## src/rtl/sid_pkg.sv

```systemverilog
// Shared register map, voice constants and bus bit positions for the SID register interface.
package sid_pkg;

    localparam logic [2:0] REG_FREQ_LO  = 3'd0;
    localparam logic [2:0] REG_FREQ_HI  = 3'd1;
    localparam logic [2:0] REG_PW_LO    = 3'd2;
    localparam logic [2:0] REG_PW_HI    = 3'd3;
    localparam logic [2:0] REG_ATK      = 3'd4;
    localparam logic [2:0] REG_SUS      = 3'd5;
    localparam logic [2:0] REG_WAV      = 3'd6;

    localparam logic [2:0] REG_FC_LO    = 3'd0;
    localparam logic [2:0] REG_FC_HI    = 3'd1;
    localparam logic [2:0] REG_RES_FILT = 3'd2;
    localparam logic [2:0] REG_MODE_VOL = 3'd3;

    localparam logic [1:0] VOICE_FILT   = 2'd3;

    localparam int STRB_BIT = 7;
    localparam int RD_BIT   = 5;
    localparam int GATE_BIT = 0;

    // Voice registers live at addr 0..6 of any oscillator voice; voice 3 is never an oscillator.
    function automatic logic voice_reg_mapped(input logic [1:0] voice, input logic [2:0] addr,
                                              input int num_voices);
        return (int'(voice) < num_voices) && (voice != VOICE_FILT) && (addr != 3'd7);
    endfunction

    function automatic logic filt_reg_mapped(input logic [1:0] voice, input logic [2:0] addr);
        return (voice == VOICE_FILT) && (addr[2] == 1'b0);
    endfunction

endpackage

```

## src/rtl/sid_sync_edge.sv

```systemverilog
// Bus synchronizer for the 16 host pins plus write-strobe rising-edge detect.
// The armed flag blocks a strobe that is already high when reset releases.
module sid_sync_edge
    import sid_pkg::*;
#(
    parameter int SYNC_STAGES = 2
) (
    input  logic       clk,
    input  logic       rst,
    input  logic [7:0] i_ui,
    input  logic [7:0] i_uio,
    output logic [1:0] o_voice,
    output logic [2:0] o_addr,
    output logic [7:0] o_data,
    output logic       o_rd,
    output logic       o_strb,
    output logic       o_wr_edge
);

    logic [15:0]            r_sync [SYNC_STAGES];
    logic [SYNC_STAGES-1:0] r_fill;
    logic                   r_strb_d;
    logic                   r_armed;
    logic [15:0]            w_bus;

    assign w_bus     = r_sync[SYNC_STAGES-1];
    assign o_strb    = w_bus[8+STRB_BIT];
    assign o_rd      = w_bus[8+RD_BIT];
    assign o_voice   = w_bus[12:11];
    assign o_addr    = w_bus[10:8];
    assign o_data    = w_bus[7:0];
    assign o_wr_edge = o_strb & ~r_strb_d & r_armed;

    // Whole-bus flop chain keeps addr/data aligned with the strobe.
    always_ff @(posedge clk or posedge rst) begin
        if (rst) begin
            for (int i = 0; i < SYNC_STAGES; i++) begin
                r_sync[i] <= 16'h0000;
            end
        end else begin
            r_sync[0] <= {i_ui, i_uio};
            for (int i = 1; i < SYNC_STAGES; i++) begin
                r_sync[i] <= r_sync[i-1];
            end
        end
    end

    // r_fill marks when the chain holds real pin samples rather than reset zeros,
    // so a reset-cleared zero cannot arm the edge detector.
    always_ff @(posedge clk or posedge rst) begin
        if (rst) begin
            r_fill   <= '0;
            r_strb_d <= 1'b0;
            r_armed  <= 1'b0;
        end else begin
            r_fill   <= {r_fill[SYNC_STAGES-2:0], 1'b1};
            r_strb_d <= o_strb;
            if (r_fill[SYNC_STAGES-1] && !o_strb) begin
                r_armed <= 1'b1;
            end
        end
    end

endmodule

```

## src/rtl/sid_reg_if.sv

```systemverilog
// SID host register-write responder: decodes synchronized writes into the voice/filter register file.
// Defining SID_REG_READBACK_EN adds a registered readback path on uio_out/uio_oe.
module sid_reg_if
    import sid_pkg::*;
#(
    parameter int NUM_VOICES  = 3,
    parameter int SYNC_STAGES = 2
) (
    input  logic                    clk,
    input  logic                    rst,
    input  logic [7:0]              ui_in,
    input  logic [7:0]              uio_in,
    output logic [7:0]              uio_out,
    output logic [7:0]              uio_oe,
    output logic [16*NUM_VOICES-1:0] freq_o,
    output logic [12*NUM_VOICES-1:0] pw_o,
    output logic [8*NUM_VOICES-1:0]  atk_o,
    output logic [8*NUM_VOICES-1:0]  sus_o,
    output logic [8*NUM_VOICES-1:0]  wav_o,
    output logic [NUM_VOICES-1:0]    gate_on_o,
    output logic [10:0]             fc_o,
    output logic [7:0]              res_filt_o,
    output logic [7:0]              mode_vol_o,
    output logic                    wr_pulse_o,
    output logic [1:0]              wr_voice_o,
    output logic [2:0]              wr_addr_o,
    output logic                    bad_addr_o
);

    logic [1:0] w_voice;
    logic [2:0] w_addr;
    logic [7:0] w_data;
    logic       w_rd;
    logic       w_strb;
    logic       w_wr_edge;
    logic       w_voice_hit;
    logic       w_filt_hit;
    logic       w_bad;
    logic [NUM_VOICES-1:0] w_gate_rise;

    logic [7:0] r_freq_lo [NUM_VOICES];
    logic [7:0] r_freq_hi [NUM_VOICES];
    logic [7:0] r_pw_lo   [NUM_VOICES];
    logic [3:0] r_pw_hi   [NUM_VOICES];
    logic [7:0] r_atk     [NUM_VOICES];
    logic [7:0] r_sus     [NUM_VOICES];
    logic [7:0] r_wav     [NUM_VOICES];
    logic [2:0] r_fc_lo;
    logic [7:0] r_fc_hi;
    logic [7:0] r_res_filt;
    logic [7:0] r_mode_vol;
    logic       r_wr_pulse;
    logic [1:0] r_wr_voice;
    logic [2:0] r_wr_addr;
    logic       r_bad_addr;
    logic [NUM_VOICES-1:0] r_gate_on;

    sid_sync_edge #(
        .SYNC_STAGES (SYNC_STAGES)
    ) u_sync_edge (
        .clk       (clk),
        .rst       (rst),
        .i_ui      (ui_in),
        .i_uio     (uio_in),
        .o_voice   (w_voice),
        .o_addr    (w_addr),
        .o_data    (w_data),
        .o_rd      (w_rd),
        .o_strb    (w_strb),
        .o_wr_edge (w_wr_edge)
    );

    assign w_voice_hit = voice_reg_mapped(w_voice, w_addr, NUM_VOICES);
    assign w_filt_hit  = filt_reg_mapped(w_voice, w_addr);
    assign w_bad       = ~w_voice_hit & ~w_filt_hit;

    // Gate 0->1 detection compares against the value held before this write commits.
    always_comb begin
        w_gate_rise = '0;
        for (int v = 0; v < NUM_VOICES; v++) begin
            w_gate_rise[v] = w_wr_edge && w_voice_hit && (int'(w_voice) == v) &&
                             (w_addr == REG_WAV) && !r_wav[v][GATE_BIT] && w_data[GATE_BIT];
        end
    end

    // Voice register file commit.
    always_ff @(posedge clk or posedge rst) begin
        if (rst) begin
            for (int v = 0; v < NUM_VOICES; v++) begin
                r_freq_lo[v] <= 8'h00;
                r_freq_hi[v] <= 8'h00;
                r_pw_lo[v]   <= 8'h00;
                r_pw_hi[v]   <= 4'h0;
                r_atk[v]     <= 8'h00;
                r_sus[v]     <= 8'h00;
                r_wav[v]     <= 8'h00;
            end
        end else begin
            for (int v = 0; v < NUM_VOICES; v++) begin
                if (w_wr_edge && w_voice_hit && (int'(w_voice) == v)) begin
                    case (w_addr)
                        REG_FREQ_LO: r_freq_lo[v] <= w_data;
                        REG_FREQ_HI: r_freq_hi[v] <= w_data;
                        REG_PW_LO:   r_pw_lo[v]   <= w_data;
                        REG_PW_HI:   r_pw_hi[v]   <= w_data[3:0];
                        REG_ATK:     r_atk[v]     <= w_data;
                        REG_SUS:     r_sus[v]     <= w_data;
                        REG_WAV:     r_wav[v]     <= w_data;
                        default:     ;
                    endcase
                end
            end
        end
    end

    // Filter bank commit plus write status and gate pulses.
    always_ff @(posedge clk or posedge rst) begin
        if (rst) begin
            r_fc_lo    <= 3'b000;
            r_fc_hi    <= 8'h00;
            r_res_filt <= 8'h00;
            r_mode_vol <= 8'h00;
            r_wr_pulse <= 1'b0;
            r_wr_voice <= 2'd0;
            r_wr_addr  <= 3'd0;
            r_bad_addr <= 1'b0;
            r_gate_on  <= '0;
        end else begin
            r_wr_pulse <= w_wr_edge;
            r_gate_on  <= w_gate_rise;
            if (w_wr_edge) begin
                r_wr_voice <= w_voice;
                r_wr_addr  <= w_addr;
            end
            if (w_wr_edge && w_bad) begin
                r_bad_addr <= 1'b1;
            end
            if (w_wr_edge && w_filt_hit) begin
                case (w_addr)
                    REG_FC_LO:    r_fc_lo    <= w_data[2:0];
                    REG_FC_HI:    r_fc_hi    <= w_data;
                    REG_RES_FILT: r_res_filt <= w_data;
                    REG_MODE_VOL: r_mode_vol <= w_data;
                    default:      ;
                endcase
            end
        end
    end

    for (genvar v = 0; v < NUM_VOICES; v++) begin : g_flat
        assign freq_o[16*v +: 16] = {r_freq_hi[v], r_freq_lo[v]};
        assign pw_o[12*v +: 12]   = {r_pw_hi[v], r_pw_lo[v]};
        assign atk_o[8*v +: 8]    = r_atk[v];
        assign sus_o[8*v +: 8]    = r_sus[v];
        assign wav_o[8*v +: 8]    = r_wav[v];
    end

    assign gate_on_o  = r_gate_on;
    assign fc_o       = {r_fc_hi, r_fc_lo};
    assign res_filt_o = r_res_filt;
    assign mode_vol_o = r_mode_vol;
    assign wr_pulse_o = r_wr_pulse;
    assign wr_voice_o = r_wr_voice;
    assign wr_addr_o  = r_wr_addr;
    assign bad_addr_o = r_bad_addr;

`ifdef SID_REG_READBACK_EN
    logic       w_rd_active;
    logic [7:0] w_rd_data;
    logic [7:0] r_rd_data;
    logic [7:0] r_rd_oe;

    assign w_rd_active = w_rd & ~w_strb;

    // Readback mux; unmapped targets read zero.
    always_comb begin
        w_rd_data = 8'h00;
        if (w_filt_hit) begin
            case (w_addr)
                REG_FC_LO:    w_rd_data = {5'b00000, r_fc_lo};
                REG_FC_HI:    w_rd_data = r_fc_hi;
                REG_RES_FILT: w_rd_data = r_res_filt;
                REG_MODE_VOL: w_rd_data = r_mode_vol;
                default:      w_rd_data = 8'h00;
            endcase
        end else if (w_voice_hit) begin
            for (int v = 0; v < NUM_VOICES; v++) begin
                if (int'(w_voice) == v) begin
                    case (w_addr)
                        REG_FREQ_LO: w_rd_data = r_freq_lo[v];
                        REG_FREQ_HI: w_rd_data = r_freq_hi[v];
                        REG_PW_LO:   w_rd_data = r_pw_lo[v];
                        REG_PW_HI:   w_rd_data = {4'h0, r_pw_hi[v]};
                        REG_ATK:     w_rd_data = r_atk[v];
                        REG_SUS:     w_rd_data = r_sus[v];
                        REG_WAV:     w_rd_data = r_wav[v];
                        default:     w_rd_data = 8'h00;
                    endcase
                end else begin
                    w_rd_data = w_rd_data;
                end
            end
        end else begin
            w_rd_data = 8'h00;
        end
    end

    // Registered readback drive; released the cycle after the read request or strobe changes.
    always_ff @(posedge clk or posedge rst) begin
        if (rst) begin
            r_rd_data <= 8'h00;
            r_rd_oe   <= 8'h00;
        end else begin
            r_rd_data <= w_rd_active ? w_rd_data : 8'h00;
            r_rd_oe   <= w_rd_active ? 8'hFF : 8'h00;
        end
    end

    assign uio_out = r_rd_data;
    assign uio_oe  = r_rd_oe;
`else
    assign uio_out = 8'h00;
    assign uio_oe  = 8'h00;
`endif

endmodule
```

## config.mk

```make
export PLATFORM = sky130hd
export DESIGN_NAME = sid_reg_if
export DESIGN_NICKNAME = d
export VERILOG_FILES = /design/src/rtl/sid_pkg.sv /design/src/rtl/sid_sync_edge.sv /design/src/rtl/sid_reg_if.sv
export SDC_FILE = /design/constraint.sdc
export NUM_CORES = 1
export LEC_CHECK = 0
export ABC_CLOCK_PERIOD_IN_PS = 11450
export CAP_MARGIN = 20
export CORE_MARGIN = 10
export CORE_UTILIZATION = 35
export DETAILED_ROUTE_END_ITERATION = 8
export DONT_BUFFER_PORTS = 1
export PLACE_DENSITY = 0.49
export SLEW_MARGIN = 20
export SYNTH_ARGS = -nofsm -noshare
export SYNTH_HDL_FRONTEND = slang
export SYNTH_SLANG_ARGS = --single-unit
```

## constraint.sdc

```tcl
create_clock -name clk -period 11.45 [get_ports clk]
set_input_delay 1.7175 -clock clk [delete_from_list [all_inputs] [get_ports clk]]
set_output_delay 1.7175 -clock clk [all_outputs]
set_load 0.05 [all_outputs]
```

== Yosys cells after proc, flatten, opt, wreduce, memory -nomap -nowiden ==
Cells that the tools add are included.

* Input port bits: 18
* Logic and storage cells: 104
* Output and inout port bits: 209
* Flip-flop bits (word level): 229

* Equality and inequality tests: 11
* Bitwise operators: 7
* Magnitude comparators: 1
* Reductions and logical operators: 50

{| class="wikitable"
|+ Operators with widths
! cell !! number
|-
| $reduce_and 2->1 || 25
|-
| $logic_and 1x1->1 || 19
|-
| $eq 3x3->1 const B || 3
|-
| $eq 2x2->1 const B || 3
|-
| $eq 3x2->1 const B || 2
|-
| $logic_not 1->1 || 4
|-
| $not 1->1 || 4
|-
| $and 1x1->1 || 3
|-
| $eq 3x1->1 const B || 1
|-
| $logic_not 3->1 || 1
|-
| $ne 3x3->1 const B || 1
|-
| $logic_not 2->1 || 1
|-
| $lt 2x2->1 const B || 1
|-
| $ne 2x2->1 const B || 1
|}

== Logic depth before layout (Yosys ltp) ==
Gate-level depths: netlist of run 1.

* Word-level depth: 8
* Depth in mapped cells: 5
* Gate-level depth less buffers: 4

== By module ==
Synthesis of run 1 repeated with hierarchy kept, for this count alone.

* Cell total of the unflattened synthesis: 524
* Area, all modules: 8523.2 um^2

{| class="wikitable"
|+ Modules (own cells, without submodules)
! module !! seq. area each (um^2) !! area each (um^2) !! instances !! cells an instance
|-
| sid_reg_if || 4829.6 || 7548.5 || 1 || 471
|-
| sid_sync_edge || 850.8 || 974.7 || 1 || 53
|}

== Worst setup path before layout of run 1 ==
No wires, ideal clock.

* Kind: reg2out
* Start point: register r_wav (netlist bit wav_o[0])
* End point: output wav_o[0]
* Cell stages (with the launch flop): 1
* Setup slack: 9.121 ns
* Path buffers: 0
* Required time: 9.733 ns
* Arrival time: 0.612 ns
* Path through: dfrtp_1

{| class="wikitable"
|+ RTL lines
! item !! line !! RTL
|-
| start, declared || sid_reg_if.sv:47 || <nowiki>logic [7:0] r_wav [NUM_VOICES];</nowiki>
|-
| start signal, assigned by index || sid_reg_if.sv:108 || <nowiki>REG_WAV: r_wav[v] <= w_data;</nowiki>
|-
| end, declared || sid_reg_if.sv:19 || <nowiki>output logic [8*NUM_VOICES-1:0] wav_o,</nowiki>
|}

No word-level cell between the ends.

== Worst setup path in the final report of run 1 ==
* Start point: register r_fc_hi[7]
* End point: output fc_o[10]

{| class="wikitable"
|+ RTL lines
! item !! line !! RTL
|-
| start, declared || sid_reg_if.sv:49 || <nowiki>logic [7:0] r_fc_hi;</nowiki>
|-
| start signal, assigned || sid_reg_if.sv:141 || <nowiki>REG_FC_HI: r_fc_hi <= w_data;</nowiki>
|-
| end, declared || sid_reg_if.sv:21 || <nowiki>output logic [10:0] fc_o,</nowiki>
|}

No word-level cell between the ends.

==> impl_metrics.toml, run 1 <==
[status]
outcome = "completed"

[sta]
setup_tns_ns = 0
fin_worst_skew_ns = 0.0105
slew_violations = 0
maxSlewHeadroom = 0.309
worstMarginPinSlew_ns = 1.04
period_share = 0.255
rsz0062_at_grt = "false"
max_freq_ghz = 0.342
setup_viol = 0
min_period_ns = 2.92
worst_slack_ns = 8.53
final_hold_viol_count = 0

[place]
io_buffers = 0
place_area_um2 = 8780
dp_cells = 819
place_hpwl_um = 15300
place.gp.congestion = 0.706
pre_cts_ws_ns = 7.91

[power]
leakage_nw = 4.57
p_total_w = 0.00211
vdd_drop_max_uv = 117
cellPowerDensity_nw_per_um2 = 221

[worst_setup_path]
reg2reg_slack_ns = 8.67
crit_type = "reg2out"
worst_setup_path_end_kind = "output port"
reg2reg_to = "sus_o[23]$_DFFE_PP0P_"
path_max_fanout = 2
worst_ep_arrival_time_ns = 1.20
rr_startpoint = "u_sync_edge.r_strb_d$_DFF_PP0_"
worstPathRequired_ns = 9.73
crit_path_start_kind = "flop"
r2r_cells = 4

[routing]
first_pass_iters = 4
ant_nets = 0
first_iter_violations = 141
drc = 0
avgRoutedWirePerCell_um = 25.1
vias = 4186
routed_wl_um = 21700
vias_per_cell = 4.84

[floorplan]
rows = 57
die_h_um = 176
floorplan.initialDensity = 0.353
io_pins = 227
die_w_um = 176
coreArea_um2 = 24200
die_area_um2 = 31100

[clock_network]
postCtsHoldBufs = 0
h-tree-depth = 1
cts_num_sinks = 225
cts_resized = 0
root_buffer = "clkbuf_16"
cts_tree = "yes"
cts_buffer_depth = 3
clk_latency_ns = 0.51
path_clk_slew_ns = 0.06
cts_buffers = 25
post_cts_buffers = 0

[grt]
grt_pass1_vias = 4481
antenna_found_initial = 1
grt-ovfl-total = 0
grt_usage = 0.134
grt_max_degree = 148
grt_pass1_wl_um = 31700

[layout]
final_cells = 864
final_area_um2 = 9590
nets = 541
drive_gt1_frac = 0.456
area_delta_synth_final_pct = 12.2

[logic_synthesis]
yosysWarnings = 0
synth_area_um2 = 8540
synth_cells = 523
syn-mean-instance-area_um2 = 16.3
synth.distinct_cells = 29
synth_seq_cells = 225
synth-seq-area-share = 0.659

[job]
drv_cap = 0

[min_path]
whs_endpoint = "u_sync_edge.w_bus[3]$_DFF_PP0_"
hold_start = "u_sync_edge.r_sync[19]$_DFF_PP0_"
holdPathStages = 0
hp-class = "reg2reg"
area by class of cell:
cell class,count,area [um2]
well taps,324,405
repair buffers,4,53.8
multi-input cells,264,2710
fillers,2215,14600
clock inverters,4,28.8
clock buffers,39,738
inverters,3,18.8
diodes,1,2.50
flip-flops and latches,225,5630
cell families (layout without fill, tap and decap cells):
family                 Yosys count  after routing  share of synthesized area
buffers and inverters           49             50                     0.0306
DFF                            225            225                      0.659
and+or+nand+nor                 61             61                     0.0659
other                            2             18                   0.000879
muxes                          183            183                      0.241
AOI/OAI and AO/OA                3              3                    0.00234
registers in the layout (all words and copies together), names as in the netlist:
name	count
gate_on_o	3
u_sync_edge.r_sync	14
u_sync_edge.r_fill	2
mode_vol_o	8
wr_pulse_o	1
atk_o	24
u_sync_edge.r_strb_d	1
bad_addr_o	1
pw_o	36
wr_addr_o	3
wr_voice_o	2
sus_o	24
r_fc_hi	8
res_filt_o	8
freq_o	48
wav_o	24
u_sync_edge.w_bus	14
r_fc_lo	3
u_sync_edge.r_armed	1
routing by layer:
metal / global-route usage / up-vias / wire [um]
li1: - / 1792 / -
met2: 0.220 / 151 / 10600
met4: 0.0307 / 0 / 323
met5: 0 / - / 0
met1: 0.157 / 2217 / 8220
met3: 0.0634 / 26 / 2500
power by group:
group          leakage [nW]  internal (W)  total [W]  switching, W
logic                  1.26     0.0000611   0.000121     0.0000597
clock network         0.369      0.000440   0.000744      0.000304
registers              2.95      0.000875    0.00125      0.000374
total                  4.57       0.00138    0.00211      0.000738
cell usage after synthesis:
cell type    n  area (um2)
a21o_1       2        15.0
a21oi_1      1        5.00
and3b_1      2        17.5
buf_2        5        25.0
buf_4       17         128
buf_6        1        11.3
clkbuf_1    23        86.3
conb_1       2        7.51
dfrtp_1    225        5630
inv_1        2        7.51
inv_2        1        3.75
mux2_1       1        11.3
mux2_2     182        2050
nand2_1     17        63.8
nand2b_1     4        25.0
nand3_1      1        5.00
nand3b_1     1        7.51
nand3b_2     1        11.3
nand4_1      4        25.0
nand4_2      6        75.1
nor2_1       1        3.75
nor2b_1      2        12.5
nor3_1       4        20.0
nor3_2       3        30.0
nor3b_1      1        7.51
nor4_2       1        12.5
nor4_4      11         234
or2_1        1        6.26
or2_2        1        6.26
worst max-delay path by stage:
stage	cells after the start	slack (ns)	startpoint	endpoint
4_1_cts	2	8.44	rst	r_fc_hi[2]$_DFFE_PP0P_
6_report	0	8.53	r_fc_hi[7]$_DFFE_PP0P_	fc_o[10]
3_3_place_gp	2	7.99	rst	r_fc_hi[3]$_DFFE_PP0P_
3_5_place_dp	2	7.91	rst	r_fc_hi[3]$_DFFE_PP0P_
2_1_floorplan	1	3.57	rst	atk_o[0]$_DFFE_PP0P_
5_1_grt	4	8.48	u_sync_edge.r_strb_d$_DFF_PP0_	sus_o[17]$_DFFE_PP0P_
cell usage in the layout, fill, tap and decap left out, drive strengths merged, types with 4 or more instances in the layout:
cell    count
dfrtp     225
nand2b      4
clkbuf     39
nand4      10
mux2      183
nor4       12
nor3        7
conb       17
nand2      17
buf         4
through the flow:
step / hold slack (ns) / util
after floorplan: 0.331 / -
after global placement: 0.332 / 0.363
after detailed placement: 0.335 / 0.363
after CTS: 0.347 / 0.395
after global routing: 0.353 / 0.396
final: 0.344 / 0.396
Note: power is estimated with default switching activity, not from simulation.
==> run 2: changes to the inputs <==
- ABC_CLOCK_PERIOD_IN_PS: 11450 -> 2950
- clock period: 11.45 -> 2.95 ns (I/O delays scaled with it)
==> run 2 against run 1 <==
Effect of this change: wire length up 1.3%; clock power rose to 4.0 times the previous value; register-to-register slack worse by 7.8 ns; critical endpoint is now freq_o[47]$_DFFE_PP0P_; worst setup slack worse by 7.7 ns; critical path depth up 3; non-clock buffer count up 22; worst hold slack worse by 0.038 ns; clock-buffer cell count down 4; first-iteration DRC count up 3.5%.
==> impl_metrics.toml, run 2 (synthesis results as in run 1) <==
[status]
outcome = "completed"

[routing]
routedLengthMet1_um = 8300
routed_wl_um = 22000
ant_nets = 0
vias_per_cell = 4.81
drc = 0
highest_layer = "met4"
met3_wirelength_um = 2290
met2_length_um = 11000
avgRoutedWirePerCell_um = 24.8
vias = 4264
first_iter_violations = 146
first_pass_iters = 4

[clock_network]
h-tree-depth = 1
root_buffer = "clkbuf_16"
cts_resized = 0
post_cts_buffers = 0
cts_tree = "yes"
cts_buffers = 25
cts_buffer_depth = 3
cts_num_sinks = 225
clk_latency_ns = 0.52
path_clk_slew_ns = 0.06
postCtsHoldBufs = 15

[worst_setup_path]
path_max_fanout = 9
worstPathCellList = "nand2b_1, nor4_4, mux2_2"
reg2reg_to = "freq_o[47]$_DFFE_PP0P_"
worst_ep_arrival_time_ns = 2.52
reg2reg_slack_ns = 0.83
crit_type = "reg2reg"
r2r_cells = 3
crit_path_start_kind = "flop"
worstPathRequired_ns = 3.35
rr_startpoint = "u_sync_edge.w_bus[11]$_DFF_PP0_"
worst_setup_path_end_kind = "flop"
cp_num_buf_inv = 0
cp_top_family = "simple AND/OR/NAND/NOR gates"
max_stage_delay_ns = 0.69
cp_slowest_cell = "nor4_4"

[power]
sw_frac_of_total = 0.349
leakage_nw = 4.67
p_seq_frac = 0.584
vdd_drop_max_uv = 454
p_total_w = 0.00829
cellPowerDensity_nw_per_um2 = 848
pwr-share-clk = 0.356
switchingPower_w = 0.00290
power_frac_comb = 0.060
p_int_w = 0.00540

[place]
io_buffers = 0
dp_cells = 827
place_hpwl_um = 15500
place.gp.congestion = 0.726

[grt]
grt_max_degree = 68
grt_usage = 0.139
antenna_found_initial = 0
grt_pass1_vias = 4658
grt-ovfl-total = 0
grt_pass1_wl_um = 33000

[sta]
fin_worst_skew_ns = 0.0179
whs_ns = 0.307
worstMarginPinSlew_ns = 0.983
max_freq_ghz = 0.472
rsz0062_at_grt = "false"
maxSlewHeadroom = 0.345
setup_tns_ns = 0
slew_violations = 0
setup_viol = 0
final_hold_viol_count = 0
min_period_ns = 2.12
period_share = 0.719

[layout]
multi_input_area_um2 = 2710
nets = 563
final_cells = 887
area_delta_synth_final_pct = 14.5
largest_reg_flops = 48
layout.area.seq_um2 = 5630
antenna_cells = 0
final_common_cell = "dfrtp_1"
final_cell_mix = "225 x dfrtp_1, 182 x mux2_2, 25 x clkbuf_16"
drive_gt1_frac = 0.456
fill_cells = 2204

[min_path]
hp-class = "in2async"

[floorplan]
die_area_um2 = 31100
rows = 57
die_h_um = 176
die_w_um = 176
coreArea_um2 = 24200
floorplan.initialDensity = 0.353
io_pins = 227

[job]
drv_cap = 0
run 2: power by group through the flow:
stage	Clock (W)	Sequential (W)	Combinational [W]
6_report	0.00296	0.00484	0.000495
4_1_cts	0.00307	0.00487	0.000505
5_1_grt	0.00321	0.00490	0.000550
2_1_floorplan	0	0.00473	0.000456
3_3_place_gp	0	0.00492	0.000464
3_5_place_dp	0	0.00493	0.000487
run 2: how the worst max path moves through the flow:
stage	end	depth (start not counted)	start	slack, ns
2_1_floorplan	atk_o[0]$_DFFE_PP0P_	1	rst	-0.43
3_3_place_gp	freq_o[30]$_DFFE_PP0P_	3	u_sync_edge.w_bus[12]$_DFF_PP0_	0.86
3_5_place_dp	freq_o[47]$_DFFE_PP0P_	3	u_sync_edge.w_bus[11]$_DFF_PP0_	0.85
4_1_cts	freq_o[47]$_DFFE_PP0P_	3	u_sync_edge.w_bus[11]$_DFF_PP0_	0.83
5_1_grt	sus_o[16]$_DFFE_PP0P_	5	u_sync_edge.r_strb_d$_DFF_PP0_	0.70
6_report	freq_o[47]$_DFFE_PP0P_	3	u_sync_edge.w_bus[11]$_DFF_PP0_	0.83
run 2: routing by layer:
metal	global-route usage	vias to the layer above
li1	-	1846
met1	0.160	2244
met2	0.233	143
met3	0.0579	31
met4	0.0350	0
met5	0	-
run 2: through the flow:
step                      instance area [um2]  utilization  setup slack [ns]
after floorplan                          8600            -            -0.431
after global placement                   8840        0.366             0.856
after detailed placement                 8840        0.366             0.853
after CTS                                9780        0.405             0.828
after global routing                     9780        0.405             0.702
final                                    9780        0.405             0.829
run 2: layout make-up:
class,instances,area share
Sequential cell,225,0.576
Clock buffer,35,0.0719
Timing Repair Buffer,26,0.0238
Inverter,3,0.00153
Tap cell,324,0.0414
Clock inverter,10,0.00895
Multi-Input combinational cell,264,0.277
